==> src/rtl/ps2_scan_ctrl.sv <==
// Host-side sequencer for the PS2 receiver: arms it, polls status, fetches bytes,
// folds E0/F0 prefixes into key events and queues them in a fall-through FIFO.
module ps2_scan_ctrl #(
   parameter int POLL_DIV   = 16,
   parameter int FIFO_DEPTH = 8
) (
   input  logic        i_Clk,
   input  logic        i_Rst,
   input  logic        i_Enable,
   output logic        o_WEnable,
   output logic [31:0] o_WAddr,
   output logic [31:0] o_WData,
   output logic        o_REnable,
   output logic [31:0] o_RAddr,
   input  logic [31:0] i_RData,
   input  logic        i_Err,
   output logic        o_EvtValid,
   output logic [9:0]  o_EvtData,
   input  logic        i_EvtReady,
   output logic        o_Overflow,
   input  logic        i_ClrOvf,
   output logic [7:0]  o_ErrCount,
   output logic        o_Busy
);

   localparam int AW = $clog2(FIFO_DEPTH);
   localparam int CW = (POLL_DIV > 1) ? $clog2(POLL_DIV) : 1;
   localparam logic [31:0] ADDR_CTRL   = 32'h0;
   localparam logic [31:0] ADDR_STATUS = 32'h4;
   localparam logic [31:0] ADDR_DATA   = 32'h8;

   typedef enum logic [3:0] {
      S_IDLE, S_ARM, S_WAIT, S_POLL, S_POLL_W, S_FETCH,
      S_FETCH_W, S_DECODE, S_ERR_DIS, S_ERR_EN, S_DIS
   } state_t;

   state_t          state_reg;
   logic [CW-1:0]   poll_cnt_reg;
   logic [7:0]      byte_reg;
   logic            ext_reg;
   logic            rel_reg;

   logic            push;
   logic            pop;
   logic            full;
   logic            empty;
   logic [9:0]      evt_next;
   logic [AW:0]     wr_ptr_reg;
   logic [AW:0]     rd_ptr_reg;
   logic [9:0]      mem [FIFO_DEPTH];

   logic unused_rdata;
   assign unused_rdata = &{1'b0, i_RData[31:8]};

   assign o_Busy = (state_reg != S_IDLE);

   // Strobes are registered on the transition, so they are high exactly while
   // the FSM sits in the access state; read data is taken in the following state.
   always_ff @(posedge i_Clk) begin
      if (i_Rst) begin
         state_reg    <= S_IDLE;
         poll_cnt_reg <= '0;
         byte_reg     <= '0;
         ext_reg      <= 1'b0;
         rel_reg      <= 1'b0;
         o_ErrCount   <= '0;
         o_WEnable    <= 1'b0;
         o_WAddr      <= '0;
         o_WData      <= '0;
         o_REnable    <= 1'b0;
         o_RAddr      <= '0;
      end else begin
         o_WEnable <= 1'b0;
         o_WAddr   <= '0;
         o_WData   <= '0;
         o_REnable <= 1'b0;
         o_RAddr   <= '0;
         case (state_reg)
            S_IDLE: begin
               if (i_Enable) begin
                  state_reg <= S_ARM;
                  o_WEnable <= 1'b1;
                  o_WAddr   <= ADDR_CTRL;
                  o_WData   <= 32'd1;
               end
            end
            S_ARM: begin
               state_reg    <= S_WAIT;
               poll_cnt_reg <= '0;
            end
            S_WAIT: begin
               if (!i_Enable) begin
                  state_reg <= S_DIS;
                  o_WEnable <= 1'b1;
                  o_WAddr   <= ADDR_CTRL;
               end else if (poll_cnt_reg == CW'(POLL_DIV - 1)) begin
                  state_reg <= S_POLL;
                  o_REnable <= 1'b1;
                  o_RAddr   <= ADDR_STATUS;
               end else begin
                  poll_cnt_reg <= poll_cnt_reg + 1'b1;
               end
            end
            S_POLL: state_reg <= S_POLL_W;
            S_POLL_W: begin
               if (!i_Enable) begin
                  state_reg <= S_DIS;
                  o_WEnable <= 1'b1;
                  o_WAddr   <= ADDR_CTRL;
               end else if (i_RData[1] || i_Err) begin
                  state_reg <= S_ERR_DIS;
                  o_WEnable <= 1'b1;
                  o_WAddr   <= ADDR_CTRL;
               end else if (i_RData[0]) begin
                  state_reg <= S_FETCH;
                  o_REnable <= 1'b1;
                  o_RAddr   <= ADDR_DATA;
               end else begin
                  state_reg    <= S_WAIT;
                  poll_cnt_reg <= '0;
               end
            end
            S_FETCH: state_reg <= S_FETCH_W;
            S_FETCH_W: begin
               byte_reg  <= i_RData[7:0];
               state_reg <= S_DECODE;
            end
            S_DECODE: begin
               if (byte_reg == 8'hE0) begin
                  ext_reg <= 1'b1;
               end else if (byte_reg == 8'hF0) begin
                  rel_reg <= 1'b1;
               end else begin
                  ext_reg <= 1'b0;
                  rel_reg <= 1'b0;
               end
               state_reg    <= S_WAIT;
               poll_cnt_reg <= '0;
            end
            S_ERR_DIS: begin
               ext_reg <= 1'b0;
               rel_reg <= 1'b0;
               if (o_ErrCount != 8'hFF) o_ErrCount <= o_ErrCount + 1'b1;
               state_reg <= S_ERR_EN;
               o_WEnable <= 1'b1;
               o_WAddr   <= ADDR_CTRL;
               o_WData   <= 32'd1;
            end
            S_ERR_EN: begin
               state_reg    <= S_WAIT;
               poll_cnt_reg <= '0;
            end
            S_DIS: begin
               ext_reg   <= 1'b0;
               rel_reg   <= 1'b0;
               state_reg <= S_IDLE;
            end
            default: state_reg <= S_IDLE;
         endcase
      end
   end

   // Event FIFO: pointers carry one extra wrap bit to tell full from empty.
   assign push     = (state_reg == S_DECODE) && (byte_reg != 8'hE0) && (byte_reg != 8'hF0);
   assign evt_next = {rel_reg, ext_reg, byte_reg};
   assign empty    = (wr_ptr_reg == rd_ptr_reg);
   assign full     = (wr_ptr_reg[AW] != rd_ptr_reg[AW]) &&
                     (wr_ptr_reg[AW-1:0] == rd_ptr_reg[AW-1:0]);
   assign pop      = !empty && i_EvtReady;

   assign o_EvtValid = !empty;
   assign o_EvtData  = empty ? 10'd0 : mem[rd_ptr_reg[AW-1:0]];

   always_ff @(posedge i_Clk) begin
      if (push && (!full || pop)) mem[wr_ptr_reg[AW-1:0]] <= evt_next;
   end

   always_ff @(posedge i_Clk) begin
      if (i_Rst) begin
         wr_ptr_reg <= '0;
         rd_ptr_reg <= '0;
         o_Overflow <= 1'b0;
      end else begin
         if (push && (!full || pop)) wr_ptr_reg <= wr_ptr_reg + 1'b1;
         if (pop) rd_ptr_reg <= rd_ptr_reg + 1'b1;
         if (push && full && !pop) begin
            o_Overflow <= 1'b1;
         end else if (i_ClrOvf) begin
            o_Overflow <= 1'b0;
         end
      end
   end

endmodule

==> config.mk <==
export PLATFORM = sky130hd
export DESIGN_NAME = ps2_scan_ctrl
export DESIGN_NICKNAME = d
export VERILOG_FILES = /design/src/rtl/ps2_scan_ctrl.sv
export SDC_FILE = /design/constraint.sdc
export NUM_CORES = 1
export LEC_CHECK = 0
export ABC_AREA = 1
export BUFFER_PORTS_ARGS = -buffer_cell sky130_fd_sc_hd__buf_2
export CORE_MARGIN = 8
export CORE_UTILIZATION = 53
export CTS_CLUSTER_SIZE = 8
export DETAILED_ROUTE_END_ITERATION = 6
export PLACE_DENSITY = 0.82
export SLEW_MARGIN = 20
export SYNTH_ARGS = -nofsm -noshare
export SYNTH_HDL_FRONTEND = slang
export SYNTH_SLANG_ARGS = --single-unit
==> constraint.sdc <==
create_clock -name i_Clk -period 2.1 [get_ports i_Clk]
set_input_delay 0.105 -clock i_Clk [delete_from_list [all_inputs] [get_ports i_Clk]]
set_output_delay 0.105 -clock i_Clk [all_outputs]
set_load 0.01 [all_outputs]
After elaboration in Yosys (flattened, before gate mapping)
Memory sizes are Yosys's and may differ from the RTL's. A register that Yosys moved wholly into a read port is not among the register bits.
Index checks and enable logic that the tools add are counted.
Storage, ports and cells
  register bits after elaboration: 101
  RAM bits: 80
  memories kept: 1
Memory list
  mem: depth 8, width 10, read ports 1, clocked after Yosys merged registers in 1, wr ports 1, RTL line 50  | logic [9:0] mem [FIFO_DEPTH];
Operators by class
  $add $sub $neg: 4
  equality and inequality tests: 28
  mux-type cells: 45
  reduce and logical (&&, ||, !) cells: 24
Operators by type and width (count)
  4-bit two-way mux: 13
  4-bit case mux with 8 select lines: 1
  8-bit != test (second input constant): 3
  1-bit two-way mux: 18
  4-bit by 3-bit equality test with 1-bit output (second input constant): 4
  4-bit equality test (second input constant): 4
  8-bit equality test (second input constant): 2
  3-bit two-way mux: 5
  2-bit != test (second input constant): 7
  4-bit by 1-bit adder with 4-bit output (second input constant): 3
  4-bit case mux with 3 select lines: 1
  10-bit two-way mux: 1
  8-bit by 1-bit adder with 8-bit output (second input constant): 1
  4-bit by 2-bit equality test with 1-bit output (second input constant): 2
  1-bit case mux with 2 select lines: 4
  4-bit case mux with 2 select lines: 1
  2-bit AND reduction: 4
  1-bit logical AND: 7
  3-bit != test (second input constant): 2
  6-bit AND reduction: 1
  4-bit by 1-bit equality test with 1-bit output (second input constant): 1
  4-bit equality test: 1
  4-bit logical NOT: 1
  1-bit case mux with 4 select lines: 1
  9 further kinds: 13

Longest topological paths before layout
Gate-level depths: netlist of the first run.
  word-level depth: 7
  depth in mapped cells: 10
  depth with buffers taken out: 10

Worst setup path after synthesis of the first run
No wires, ideal clock.
  path type: register to register
  start: reg byte_reg[1]
  end: mem mem[3][0] (enable)
  arrival: 1.476 ns
  setup slack: 0.248 ns
  stages on the path, launching flop included: 9
  period minus slack after synthesis: 1.852 ns
  cell sequence: dfxtp_1 -> inv_1 -> nand2_1 -> nor2_1 -> nand2_1 -> inv_1 -> nor2_8 -> nand3_1 -> nor2_1
On the way
  cells in the longest elaborated chain, start to end: 6
RTL lines
  start, declared: RTL line 39  | logic [7:0] byte_reg;
  start signal, assigned: RTL line 125  | byte_reg <= i_RData[7:0];
  8-bit != test: RTL line 164  | assign push = (state_reg == S_DECODE) && (byte_reg != 8'hE0) && (byte_reg != 8'hF0);
  1-bit logical AND: RTL line 164
  1-bit logical AND (*): RTL line 164
  1-bit logical AND (*): RTL line 175  | if (push && (!full || pop)) mem[wr_ptr_reg[AW-1:0]] <= evt_next;
  1-bit two-way mux (*): RTL line 175
  1-bit two-way mux (not written as such) (*): RTL line 175
  end, declared: RTL line 50
Every way passes the cells marked *; elsewhere a longest branch is shown, timed or not.

==> results by group, run 1 <==
Placed design
  • GPL Wtd Cong: 0.889
  • Port Buf Inserts: 39
  • Placed Area: 6090 sq um
  • DP HPWL: 8510 microns

STA
  • Final setup fails: 0
  • Setup TNS Final: 0 ps
  • Relative slew margins: 56.9%
  • Skew final: 7.21 ps
  • Actual slew at the worst max-slew pin: 646 ps
  • Fin. max-slew vios: 0
  • Fin. Hold Viols: 0
  • Period utilisation layout: 94.2%
  • Final min period: 1980 ps
  • RSZ-0062 raised after global routing: false
  • Max Freq: 505 MHz

Logic synthesis
  • Synth Instances: 636
  • Seq cells post-synth: 123
  • Unique masters post-synth: 33
  • Syn Area/Cell: 9.45 sq um
  • Sequential-to-total area share from yosys stat: 54.3%
  • Yosys warnings: 0
  • Synth Cell Area: 6010 sq um

Layout
  • Nets: 737
  • Fin area: 6720 sq um
  • Layout area overhead: 11.9%
  • Max FFs per register: 80
  • Ant. Diodes: 0
  • Share of layout cells above drive strength 1: 17.1%

Critical path
  • CP bufs+invs: 2
  • Slowest stage delay, CP: 380 ps
  • Critical Path RT: 2000 ps
  • CP max stage cell: dfxtp_1
  • CP Class: reg -> out
  • Critical path arrival: 1870 ps
  • Cells along the critical path: buf_12 -> nor2_1 -> nor2_1 -> o21ai_0 -> o21ai_0 -> o21ai_0 -> nor2_1 -> buf_2
  • Max FO, Critical Path: 40
  • CP startpoint kind: register
  • Family with the most delay on the worst path: buffers and inverters
  • Worst setup EP type: output pin

Routing
  • DR top layer: met4
  • DR WL met3: 885 microns
  • DR pass1 iterations: 5
  • Via/cell ratio: 4.97
  • Routed WL per cell: 15.0 microns
  • Metal-1 WL: 4850 microns
  • DRT Wirelength: 12,700 microns
  • Initial DRC count: 350
  • ANT nets after route: 0
  • Vias: 4,232
  • Met2 WL post-DR: 6810 microns
  • DRC violations left: 0

Clocking
  • Htree depth: 4
  • Clk_lat worst skew: 410 ps
  • TritonCTS clock tree: yes
  • Clock Sinks: 123
  • Num CTS Buffers: 17
  • # Post-CTS Setup Buffers: 0
  • Clock tree buffer depth: 2
  • CTS Root Cell: clkbuf_16
  • Clock Pin Slew Worst Setup and Hold Paths: 50 ps

Die
  • Chip Width: 122 microns
  • Die area: 15,000 sq um
  • Initial Utilization: 53.5%
  • I/O pins: 157
  • Die H: 122 microns
  • Row count: 39
  • Core Area: 11,200 sq um

Global route
  • Pin count of the biggest net entering global routing: 41
  • Number of global-route vias before repair: 4,145
  • First-pass GRT wire length: 20,000 microns
  • Initial antenna violation count: 0
  • All-Layer GR Usage: 17.0%
  • Global route overflow: 0

Pwr
  • P_leak: 2.79 nW
  • Pwr Total: 0.00651 W
  • Cell Pwr Density: 968 nW/um^2
  • Worst vdd ir: 0.791 mV

Hold path
  • Worst min path class: in -> reg

Job
  • MaxCap Viol Count: 0

Status
  • Outcome: completed
-- worst register-to-register path, stage by stage (launching register included) --
cell     delay (ps)
dfxtp_1         460
inv_1           100
nand2_1          80
nor2_1           60
nand2_1          80
inv_1           100
nor2_8          170
nand2_4          80
inv_4            80
nand2_4          60
nor2_2           90
buf_4           220
-- per-stage QoR --
step | hold WS (ps) | instances | utilization (%) | worst slack (ps)
2_1_floorplan | 240 | 728 | - | 248
3_3_place_gp | 338 | 812 | 54.3 | 257
3_5_place_dp | 339 | 812 | 54.3 | 198
4_1_cts | 14.0 | 851 | 59.9 | 90.4
5_1_grt | 30.0 | 851 | 59.9 | 0.244
6_report | 23.0 | 851 | 59.9 | 122
-- cells in the final DEF, fill, tap and decap left out, types with 2 or more instances in the layout --
cell type / netlist / final
nand2_2: 12 / 12
o22ai_1: 10 / 10
nand4_1: 2 / 2
dfxtp_2: 0 / 2
buf_12: 0 / 3
a31oi_1: 2 / 2
inv_6: 0 / 4
edfxtp_1: 80 / 80
dfxtp_1: 43 / 41
conb_1: 1 / 93
mux2i_1: 10 / 10
nand3b_1: 2 / 2
xor2_1: 5 / 5
dlygate4sd3_1: 0 / 7
nand3_1: 22 / 22
nor3_1: 2 / 2
buf_2: 6 / 39
nor2_1: 111 / 110
xnor2_1: 4 / 4
clkbuf_1: 11 / 2
buf_4: 94 / 11
inv_1: 33 / 33
clkinv_2: 0 / 2
clkbuf_16: 0 / 17
o21ai_1: 12 / 12
ha_1: 4 / 4
nand2_4: 3 / 3
clkinvlp_4: 0 / 5
inv_2: 6 / 6
nor2_4: 3 / 3
a21oi_1: 25 / 25
o21ai_0: 53 / 53
nand2_1: 66 / 66
nor2_2: 7 / 8
-- metal layers --
| metal | global-route usage [%] | up-vias |
|---|---|---|
| li1 | - | 2057 |
| met2 | 29.9 | 160 |
| met1 | 19.7 | 1996 |
| met5 | 0 | - |
| met4 | 6.63 | 0 |
| met3 | 3.77 | 19 |
-- cells in the mapped netlist, drive strengths merged --
cell type / number / area (sq um)
a31oi: 2 / 12.5
a21oi: 26 / 134
nand3b: 2 / 15.0
xor2: 5 / 43.8
clkbuf: 11 / 41.3
o21ai: 65 / 325
nor3: 2 / 10.0
nand3: 24 / 130
xnor2: 4 / 35.0
o22ai: 10 / 62.6
buf: 101 / 739
conb: 1 / 3.75
ha: 4 / 50.1
edfxtp: 80 / 2400
nor2: 122 / 514
dfxtp: 43 / 861
o211ai: 1 / 7.51
inv: 40 / 153
nand4: 2 / 12.5
nand2: 81 / 357
mux2i: 10 / 100
-- power by group --
part           internal [W]  total, W  switching, W
clock               0.00163   0.00269       0.00106
combinational      0.000343   0.00110      0.000757
sequential          0.00263   0.00271     0.0000836
total               0.00460   0.00651       0.00190
-- layout make-up --
type                            count  area (sq um)
Timing Repair Buffer               60           408
Clock buffer                       19           433
Multi-Input combinational cell    453          2170
Sequential cell                   123          3270
Fill cell                         897          4500
Tap cell                          143           179
Inverter                           40           153
Clock inverter                     13           116
-- repair_timing --
action | CTS | global route
endpoints found under the setup margin | 1 | 51
endpoints found under the hold margin | 7 | 0
gates resized for setup | 1 | 3
hold buffers | 7 | 0
-- cells by family (layout without fill, tap and decap cells) --
kind of cell	after synthesis	in the layout	share of synthesized area, %
and+or+nand+nor	233	233	17.3
buffers and inverters	152	132	15.5
DFF	123	123	54.3
AOI/OAI and AO/OA	104	104	9.02
muxes	10	10	1.67
xor gates and xnor gates	9	9	1.31
adders and majority gates	4	4	0.833
other	1	93	0.0624
-- path summary, 6_finish.rpt --
kind         cells after the start                  startpoint  slack [ps]                         end
max                              8                    register         120                o_EvtData[9]
min                              3                  i_EvtReady          20  rd_ptr_reg[3]$_SDFFE_PP0N_
max reg2reg                     11    byte_reg[2]$_SDFFE_PP0N_         210         mem[2][3]$_DFFE_PP_
min reg2reg                      2  wr_ptr_reg[3]$_SDFFE_PP0P_         480  wr_ptr_reg[3]$_SDFFE_PP0P_
(Power assumes the default switching activity.)
==> inputs of run 2 (changes only) <==
REMOVE_ABC_BUFFERS = 1   (was unset)
SETUP_SLACK_MARGIN = 0.4   (was unset)
==> results by group, run 2 (synthesis gave the netlist of run 1 again) <==
Status
  • Outcome: completed

Hold path
  • Worst min path class: in -> reg
  • Hold path start: i_EvtReady
  • WHS Path Cells: 3 (unchanged)

STA
  • Fin. max-slew vios: 0 (unchanged)
  • Setup TNS Final: 0 ps (unchanged)
  • Max Freq: 502 MHz (-0.62%)
  • Skew final: 10.7 ps (+3.51 ps)
  • RSZ-0062 raised after global routing: true
  • Period utilisation layout: 94.8% (+0.59 points)
  • Relative slew margins: 43.1% (-14 points)
  • Final min period: 1990 ps (+12.4 ps)
  • Actual slew at the worst max-slew pin: 853 ps (+207 ps)
  • Final setup fails: 0 (unchanged)
  • Fin. Hold Viols: 0 (unchanged)

Critical path
  • R2R Path Start: rd_ptr_reg[0]$_SDFFE_PP0N_
  • CP Class: reg -> out
  • CP bufs+invs: 3 (+1)
  • Worst setup EP type: output pin
  • CP dominant cell by count: o21ai_1
  • R2r setup slk: 300 ps (+90 ps)
  • CP startpoint kind: register
  • Worst reg2reg path depth: 13 (+2)
  • Cells along the critical path: buf_8 -> buf_6 -> nor2_1 -> nor2_1 -> o21ai_1 -> o21ai_1 -> o21ai_1 -> nor2_2 -> buf_2
  • Max FO, Critical Path: 4 (-90%)
  • Critical path arrival: 1890 ps (+20 ps)
  • Family with the most delay on the worst path: compound AO/OA/AOI/OAI gates
  • Slowest stage delay, CP: 370 ps (about the same)
  • Critical Path RT: 2000 ps (about the same)
  • CP max stage cell: dfxtp_4
  • Stages on the worst setup path: 9 (+1)

Pwr
  • Int Pwr: 0.00509 W (+11%)
  • Worst vdd ir: 0.731 mV (-7.7%)
  • Comb pwr share: 20.7% (+3.8 points)
  • P_leak: 3.23 nW (+16%)
  • Sw power: 0.00212 W (+11%)
  • Cell Pwr Density: 933 nW/um^2 (-3.6%)
  • Sequential share of power: 37.8% (-3.9 points)
  • Net Sw Frac: 29.4% (+0.16 points)
  • Clock power share: 41.5% (about the same)

Routing
  • Vias: 4,788 (+13%)
  • Via/cell ratio: 5.30 (+6.5%)
  • DR pass1 iterations: 7 (+2)
  • DRC violations left: 0 (unchanged)
  • Initial DRC count: 409 (+17%)
  • DRT Wirelength: 17,200 microns (+35%)
  • Routed WL per cell: 19.0 microns (+27%)
  • ANT nets after route: 0 (unchanged)

Die
  • Core Area: 11,200 sq um (unchanged)
  • I/O pins: 157 (unchanged)
  • Row count: 39 (unchanged)
  • Die H: 122 microns (unchanged)
  • Chip Width: 122 microns (unchanged)
  • Die area: 15,000 sq um (unchanged)
  • Initial Utilization: 53.5% (unchanged)

Global route
  • Pin count of the biggest net entering global routing: 41 (unchanged)
  • Initial antenna violation count: 0 (unchanged)
  • Number of global-route vias before repair: 4,599 (+11%)
  • All-Layer GR Usage: 20.5% (+3.6 points)
  • First-pass GRT wire length: 23,600 microns (+18%)
  • Global route overflow: 0 (unchanged)

Clocking
  • Clock tree buffer depth: 2 (unchanged)
  • CTS Root Cell: clkbuf_16
  • Htree depth: 4 (unchanged)
  • Num CTS Buffers: 17 (unchanged)
  • Clock Sinks: 123 (unchanged)
  • TritonCTS clock tree: yes
  • Clock Pin Slew Worst Setup and Hold Paths: 60 ps (about the same)
  • Clk_lat worst skew: 420 ps (about the same)

Placed design
  • DP HPWL: 8600 microns (+1.1%)
  • GPL Wtd Cong: 0.832 (-6.4%)
  • Port Buf Inserts: 39 (unchanged)

Layout
  • Ant. Diodes: 0 (unchanged)
  • Final core occ: 68.8% (+8.9 points)
  • Most common cell after layout, fill and taps aside: conb_1
  • Share of layout cells above drive strength 1: 32.5% (+15 points)
  • Layout area overhead: 28.5%
  • Max FFs per register: 80 (unchanged)
  • Commonest cells after routing, fill and taps aside: conb_1 (93), nor2_1 (88), edfxtp_1 (80)
  • Nets: 790 (+7.2%)

Job
  • MaxCap Viol Count: 0 (unchanged)
run 2: layer usage:
metal / vias to the layer above / GRT usage, % / wire (microns)
met4: 0 / 10.4 / 660
met3: 59 / 4.23 / 1710
met5: - / 0 / 0
met2: 305 / 37.1 / 9020
li1: 2172 / - / -
met1: 2252 / 22.4 / 5810
run 2: through the flow:
step           hold slack, ps  cells  setup slack, ps  power [W]  area, sq um
5_1_grt                  84.0    904            -88.2    0.00747         7720
4_1_cts                  20.1    884              262    0.00694         7340
6_report                 67.0    904              109    0.00721         7720
2_1_floorplan             167    616             -111    0.00351         5570
3_3_place_gp              335    813              260    0.00375         6100
3_5_place_dp              344    813              185    0.00380         6100
run 2: power by group through the flow:
stage	clock (W)	combinational (W)	sequential (W)
3_3_place_gp	0	0.00100	0.00275
5_1_grt	0.00311	0.00163	0.00273
2_1_floorplan	0	0.000719	0.00279
6_report	0.00299	0.00149	0.00272
3_5_place_dp	0	0.00104	0.00276
4_1_cts	0.00294	0.00128	0.00271
run 2: tightest hold or removal path: cells and delay by family:
family	cells	cell delay, ps
buf+inv	1	150
compound gates	1	50
simple gates	1	120
run 2: path summary, 6_finish.rpt:
check	endpoint
max	o_EvtData[4]
min	rd_ptr_reg[3]$_SDFFE_PP0N_
max reg2reg	rd_ptr_reg[0]$_SDFFE_PP0N_
min reg2reg	o_Overflow$_SDFFE_PP0P_
run 2: layout make-up:
type                    count  area [sq um]
fillers                   750          3500
flip-flops and latches    123          3320
multi-input cells         454          2460
repair buffers            112           991
clock buffers              17           425
well taps                 143           179
clock inverters            15           173
inverters                  40           173
run 2: repair_timing:
| item | CTS | global route |
|---|---|---|
| pin swaps | 28 | 18 |
| endpoints found under the hold margin | 6 | 0 |
| hold buffers | 6 | 0 |
| setup buffers | 26 | 17 |
| resized for setup | 105 | 77 |
| endpoints found under the setup margin | 97 | 110 |
| gates cloned | 7 | 3 |
